===== src/rtl/ram_wr_arbiter.sv =====
// ram_wr_arbiter: round-robin write-port controller for the register-file RAM,
// with a zero-fill sweep of every address after reset or on clear.
module ram_wr_arbiter #(
    parameter int ADDR_WIDTH = 3,
    parameter int DATA_WIDTH = 8,
    parameter int NUM_REQ    = 4
) (
    input  logic                             clk_i,
    input  logic                             reset_i,
    input  logic                             clear_i,
    input  logic [NUM_REQ-1:0]               req_valid_i,
    input  logic [NUM_REQ*ADDR_WIDTH-1:0]    req_addr_i,
    input  logic [NUM_REQ*DATA_WIDTH-1:0]    req_data_i,
    output logic [NUM_REQ-1:0]               req_ready_o,
    output logic                             busy_o,
    output logic                             clear_done_o,
    output logic                             we_o,
    output logic [ADDR_WIDTH-1:0]            w_addr_o,
    output logic [DATA_WIDTH-1:0]            w_data_o
);
    localparam int PW = $clog2(NUM_REQ);
    localparam logic [0:0] SWEEP = 1'b0, ARB = 1'b1;
    localparam logic [ADDR_WIDTH-1:0] LAST = '1;
    localparam logic [PW-1:0] PMAX = PW'(NUM_REQ - 1);

    logic [0:0]            state_q, state_d;
    logic [ADDR_WIDTH-1:0] cnt_q, cnt_d, addr_q, addr_d;
    logic [DATA_WIDTH-1:0] data_q, data_d;
    logic [PW-1:0]         ptr_q, ptr_d;
    logic                  we_q, we_d, done_q, done_d;
    logic [PW:0]           sel;
    logic                  sweep, acc;

    // Returns {found, index} of the first valid requester at or after p, wrapping explicitly.
    function automatic logic [PW:0] pick(input logic [NUM_REQ-1:0] v, input logic [PW-1:0] p);
        logic [PW-1:0] j;
        j = p;
        pick = '0;
        for (int k = 0; k < NUM_REQ; k++) begin
            if (!pick[PW] && v[j]) pick = {1'b1, j};
            j = (j == PMAX) ? '0 : j + 1'b1;
        end
    endfunction

    assign sel   = pick(req_valid_i, ptr_q);
    assign sweep = (state_q == SWEEP);
    assign acc   = !sweep && sel[PW];

    always_comb begin
        state_d = sweep ? ((cnt_q == LAST) ? ARB : SWEEP) : (clear_i ? SWEEP : ARB);
        cnt_d   = sweep ? cnt_q + 1'b1 : '0;
        ptr_d   = acc ? ((sel[PW-1:0] == PMAX) ? '0 : sel[PW-1:0] + 1'b1) : ptr_q;
        we_d    = sweep || acc;
        addr_d  = sweep ? cnt_q : acc ? req_addr_i[sel[PW-1:0]*ADDR_WIDTH +: ADDR_WIDTH] : addr_q;
        data_d  = sweep ? '0 : acc ? req_data_i[sel[PW-1:0]*DATA_WIDTH +: DATA_WIDTH] : data_q;
        done_d  = sweep && (cnt_q == LAST);
    end

    always_ff @(posedge clk_i or posedge reset_i) begin
        if (reset_i) begin
            state_q <= SWEEP;
            cnt_q   <= '0;
            ptr_q   <= '0;
            we_q    <= 1'b0;
            addr_q  <= '0;
            data_q  <= '0;
            done_q  <= 1'b0;
        end else begin
            state_q <= state_d;
            cnt_q   <= cnt_d;
            ptr_q   <= ptr_d;
            we_q    <= we_d;
            addr_q  <= addr_d;
            data_q  <= data_d;
            done_q  <= done_d;
        end
    end

    assign req_ready_o  = acc ? NUM_REQ'(1) << sel[PW-1:0] : '0;
    assign busy_o       = sweep;
    assign clear_done_o = done_q;
    assign we_o         = we_q;
    assign w_addr_o     = addr_q;
    assign w_data_o     = data_q;
endmodule


===== config.mk =====
export PLATFORM = sky130hd
export DESIGN_NAME = ram_wr_arbiter
export DESIGN_NICKNAME = d
export VERILOG_FILES = /design/src/rtl/ram_wr_arbiter.sv
export SDC_FILE = /design/constraint.sdc
export NUM_CORES = 1
export LEC_CHECK = 0
export BUFFER_PORTS_ARGS = -buffer_cell sky130_fd_sc_hd__buf_2
export CAP_MARGIN = 20
export CELL_PAD_IN_SITES_DETAIL_PLACEMENT = 1
export CELL_PAD_IN_SITES_GLOBAL_PLACEMENT = 1
export CORE_MARGIN = 2
export CORE_UTILIZATION = 37
export CTS_CLUSTER_DIAMETER = 50
export DETAILED_ROUTE_END_ITERATION = 12
export HOLD_SLACK_MARGIN = 0.08
export PLACE_DENSITY = 0.85
export SYNTH_ARGS = -nofsm -noshare
export SYNTH_HDL_FRONTEND = slang
export SYNTH_SLANG_ARGS = --single-unit

===== constraint.sdc =====
create_clock -name clk_i -period 9.3 [get_ports clk_i]
set_input_delay 1.86 -clock clk_i [delete_from_list [all_inputs] [get_ports clk_i]]
set_output_delay 1.86 -clock clk_i [all_outputs]
set_load 0.1 [all_outputs]

==> Word-level counts from Yosys, hierarchy flattened <==
Cells that the tools add are included.
{ "word_totals": {"register_bits": 19, "mem_bits_rw": 0, "mem_count": 0, "latch_bits": 0, "romBits": 0, "word_cells": 61} }
{ "op_classes": {"n_mux": 25, "addsub": 5, "shifts": 3, "div": 0, "eq_ne": 6, "magnitude_cmp": 4, "bitwise_logic": 1, "mul": 1, "n_reduce_logical": 9} }
{ "ops": {"columns": ["op", "n"], "rows": [
  ["32-bit by 6-bit variable part select with 8-bit output", 1],
  ["3-bit 2-to-1 mux", 7],
  ["8-bit 2-to-1 mux", 2],
  ["2-bit by 3-bit < comparator with 1-bit output (second input constant)", 4],
  ["12-bit by 5-bit variable part select with 3-bit output", 1],
  ["2-bit by 1-bit adder with 2-bit output (second input constant)", 4],
  ["1-bit binary-select mux with 2-bit select", 4],
  ["2-bit == test (second input constant)", 4],
  ["2-bit 2-to-1 mux", 4],
  ["1-bit 2-to-1 mux", 7],
  ["1-bit logical AND", 5],
  ["2-bit by 2-bit multiplier with 4-bit output (second input constant)", 1],
  ["4-bit 2-to-1 mux", 1],
  ["1-bit by 2-bit left shift with 4-bit output (first input constant)", 1],
  ["3-bit by 1-bit adder with 3-bit output (second input constant)", 1],
  ["3-bit == test (second input constant)", 1],
  ["1-bit zero test", 3],
  ["2-bit by 1-bit != test with 1-bit output (second input constant)", 1],
  ["1-bit logical OR", 1],
  ["1-bit inverter", 1]
]} }

==> Depth between registers and ports, before layout <==
{ "depth": {"depth_word": 16, "ltp_mapped": 12} }

==> Least setup slack after synthesis <==
No wires, ideal clock.
{ "synth_path": {"path_kind": "input-to-output", "start": "input port req_valid_i[2]", "end": "output port req_ready_o[2]", "path_slack_ns": 2.506, "t_arrival_ns": 4.934, "path_buffers": 4, "stages": 9, "cell_sequence": "buf_6 > mux4_2 > or2_1 > buf_6 > o32a_1 > buf_6 > or2_0 > clkbuf_1 > nor2_1"} }
{ "synth_between": {"elab_chain_cells": 14, "word_cells_on_any_way": 21, "classes_between": "shift: 1; mux: 13; reduce/logical: 7"} }
{ "synth_rtl": {"columns": ["item", "line", "text"], "rows": [
  ["start: declaration", "11", "input logic [NUM_REQ-1:0] req_valid_i,"],
  ["1-bit binary-select mux with 2-bit select", "40", "if (!pick[PW] && v[j]) pick = {1'b1, j};"],
  ["1-bit 2-to-1 mux (implied by the code)", "40", null],
  ["3-bit 2-to-1 mux", "40", null],
  ["1-bit zero test", "40", null],
  ["1-bit logical AND", "40", null],
  ["3-bit 2-to-1 mux", "40", null],
  ["1-bit zero test", "40", null],
  ["1-bit logical AND", "40", null],
  ["3-bit 2-to-1 mux", "40", null],
  ["1-bit zero test", "40", null],
  ["1-bit logical AND", "40", null],
  ["3-bit 2-to-1 mux *", "40", null],
  ["1-bit by 2-bit left shift with 4-bit output or 1-bit logical AND (tied branches)", "79, 47", null],
  ["4-bit 2-to-1 mux *", "79", "assign req_ready_o = acc ? NUM_REQ'(1) << sel[PW-1:0] : '0;"],
  ["end: declaration", "14", "output logic [NUM_REQ-1:0] req_ready_o,"]
]} }
Mark *: on every way between the ends. The rest lies on a longest branch, timed or not. The select of a mux whose other input is x is not followed.

==> Worst setup path in the final report <==
{ "layout_path": {"start": "input port req_valid_i[2]", "end": "output port req_ready_o[3]"} }
Same word-level chain as after synthesis.

==> PnR_summary.wiki <==
{| class="wikitable"
! Metric !! Value
|-
| Maximum buffer depth of the clock tree || 2
|-
| Fmax || 0.159 GHz
|-
| Synthesized netlist net count || 217
|-
| CP max stage cell || sky130_fd_sc_hd__mux4_2
|-
| Dominant combinational cell family by area after synthesis || compound AO/OA/AOI/OAI gates
|-
| Static Leakage || 0.000985 uW
|-
| Crit-path max cell delay || 0.53 ns
|-
| Routed wirelength normalized by instance count || ~16 um
|-
| Vertical extent of the die || 68.6 um
|-
| Avg Vias per Cell || approximately 5.6
|-
| CTS tree || built
|-
| Overflow left after global routing || 0
|-
| Flop and latch count out of synthesis || 19
|-
| Setup slack on the worst flop-to-flop path || 5.45 ns
|-
| # placed instances || 270
|-
| Result of the run || finished, final reports clean
|-
| Final hold viol count || 0
|-
| Cell chain of the critical path || buf_2 -> mux4_2 -> or2_1 -> o32a_1 -> or2_0 -> nor2_1 -> buf_2
|-
| Sequential-to-total area share from yosys stat || 0.308
|-
| FFs w/ async S/R, synth || 1.00
|-
| Initial drt markers || 76
|-
| Skew-Pair Late Insertion Delay || 0.26 ns
|-
| Clock Skew || 0.00182 ns
|-
| Die width || 68.6 um
|-
| Share of the synthesized netlist area taken by xor and xnor gates || 0.0170
|-
| Post-detail-place hpwl || about 3.4 mm
|-
| Number of I/O pins || 69
|-
| Critical Setup Path Class || input pin to output port
|-
| Final critical-path required period || 6.27 ns
|-
| Max Cap Violations || 0
|-
| Non-filler cells, final || 274
|-
| Most numerous cell on the critical path || sky130_fd_sc_hd__buf_2
|-
| Setup TNS || 0 ns
|-
| Mapped Area || ~1500 um2
|-
| Ratio of total power to cell area || roughly 440 nW/um2
|-
| Worst setup slack before clock tree synthesis || 3.02 ns
|-
| Number of hold buffers added after CTS || 0
|-
| Share of synthesized area spent on multiplexers || 0.166
|-
| Critical path capture point type || output port
|-
| Slew at the pin closest to its max-slew limit || 0.781 ns
|-
| Combined global-route utilization of all metal layers || 0.195
|-
| H-tree levels || 1
|-
| Number of antenna violations at the first check in global routing || 0
|-
| Port-buffer cells || 68
|-
| Largest net degree at the start of global routing || 24
|-
| Die area || between 4000 and 5000 um2
|-
| Arrival time of data at the critical path endpoint || 4.41 ns
|-
| Setup WS post-layout || 3.03 ns
|-
| Filler Cells Inserted || 491
|-
| Post-synthesis cell type count || 53
|-
| Post-DRT Antenna Nets || 0
|-
| Post-Synthesis Cells || about 160
|-
| Number of diodes added for antenna fixing || 0
|-
| Initial standard-cell utilization of the core || 0.386
|-
| Post-CTS setup-driven buffer insertion count || 0
|-
| CTS-repair resized insts || 0
|-
| Post-synthesis compound-gate area fraction || 0.237
|-
| TritonCTS Buffers || 3
|-
| Adder-cell area share of the yosys netlist || 0.0243
|-
| Num Clock Sinks || 19
|-
| Clock-pin slew on the worst setup and hold paths || 0.07 ns
|-
| Number of vias in the routed layout || 1,528
|-
| 1st-pass router iterations || 4
|-
| Core area || roughly 4000 um2
|-
| Max Slew Vio Count || 0
|-
| Root Driver || sky130_fd_sc_hd__clkbuf_8
|-
| Rows || 23
|-
| Post-route DRC violation count || 0
|-
| EDFF count, synth || 0
|-
| GPL Wtd Cong || a little over 0.8
|-
| Wire length of the first global-routing pass || 7.00 mm
|-
| Cell family contributing the most delay on the critical path || simple AND/OR/NAND/NOR gates
|-
| Unrepaired setup endpoints after global routing || false
|-
| Leading register cell type out of synthesis || sky130_fd_sc_hd__dfrtp_1
|-
| Crit-path max FO || 10
|-
| Peak VDD IR || approximately 210 uV
|-
| Worst Path Buf+Inv || 2
|-
| Tcrit/Tclk final || 0.674
|-
| Synth warnings || 0
|-
| Layout cells sized above 1 || 0.371
|-
| Data required time of the critical path || around 7.4 ns
|-
| Area growth from synthesis to final layout || 24.7%
|-
| Vias in the first global route || 1,553
|-
| Average size of a mapped cell || 9.48 um2
|-
| Wirelength, routed || 4.29 mm
|-
| Type of the most critical hold path || register to register
|-
| Worst Setup Start Kind || input pin
|-
| Simple-gate share of the synthesized area || 0.181
|-
| Relative slew slack || 0.479
|-
| # nets final || 279
|-
| Total of endpoints with negative setup slack in the final report || 0
|-
| Hold slack || ~0.46 ns
|}
==> synthesized netlist by cell type, drive strengths merged (2+ instances only) <==
cell type	count	area share
mux2i	20	0.13
dfrtp	19	0.31
nor2	15	0.036
nand2	13	0.032
buf	10	0.045
o21ai	9	0.029
o221ai	8	0.045
inv	7	0.017
nor2b	5	0.020
a21oi	3	0.012
ha	3	0.024
nand3	3	0.0097
xnor2	3	0.017
a211oi	2	0.0097
a21boi	2	0.0097
a31oi	2	0.0081
and3	2	0.0081
and4bb	2	0.016
clkbuf	2	0.0049
mux4	2	0.029
nor3	2	0.0097
o21bai	2	0.0097
o311ai	2	0.011
o32ai	2	0.011
or2	2	0.0081
or4	2	0.0097
==> layout by cell type, fill, tap and decap left out, drive strengths merged, types with 5 or more instances in the layout <==
cell type,netlist,final
buf,10,69
mux2i,20,20
dfrtp,19,19
nor2,15,15
nand2,13,13
o21ai,9,9
o221ai,8,8
inv,7,7
nor2b,5,5
==> sequential cells by signal (all words and copies together), names as in the netlist <==
register,count
clear_done_o,1
cnt_q,3
ptr_q,2
state_q,1
w_addr_o,3
w_data_o,8
we_o,1
==> worst paths after layout <==
kind / start / endpoint / cells past startpoint
setup / recovery: req_valid_i[2] / req_ready_o[3] / 7
hold / removal: cnt_q[0] / cnt_q[0] / 1
setup reg to reg: ptr_q[0] / w_addr_o[0] / 10
hold reg to reg: cnt_q[0] / cnt_q[0] / 1
max in group asynchronous: reset_i / w_data_o[6] / 2
min in group asynchronous: reset_i / cnt_q[1] / 2
==> report_power, final <==
group | leakage (uW) | internal [uW] | switching [uW] | total (uW)
clock network | 0.0000255 | 29.8 | 28.5 | 58.3
registers | 0.000243 | 119 | 43.9 | 162
logic | 0.000716 | 195 | 436 | 631
==> stage by stage <==
step           total power (uW)  utilization  area [um2]
2_1_floorplan               700            -        1550
3_3_place_gp                784        0.470        1880
3_5_place_dp                795        0.470        1880
4_1_cts                     856        0.482        1930
5_1_grt                     909        0.482        1930
6_report                    852        0.482        1930
==> final cells by class <==
class,count,area (um2),share of cell area
repair buffers,69,348,0.181
clock inverters,1,5.00,0.00260
inverters,7,26.3,0.0136
multi-input cells,125,968,0.503
flip-flops and latches,19,475,0.247
clock buffers,3,41.3,0.0214
well taps,50,62.6,0.0325
==> kinds of logic (layout without fill, tap and decap cells) <==
group	Yosys count	in the layout
AOI/OAI and AO/OA	46	46
xor gates and xnor gates	3	3
adders and majority gates	3	3
buffers and inverters	19	80
DFF	19	19
muxes	23	23
and+or+nand+nor	50	50
==> layer usage <==
metal / vias to the layer above / global-route usage / routed length (um)
met1: 728 / 0.254 / 1980
met3: 4 / 0.0276 / 250
met2: 51 / 0.329 / 2040
met5: - / 0 / 0
li1: 745 / - / -
met4: 0 / 0.0650 / 27
Power figures use the tool's default switching activity.
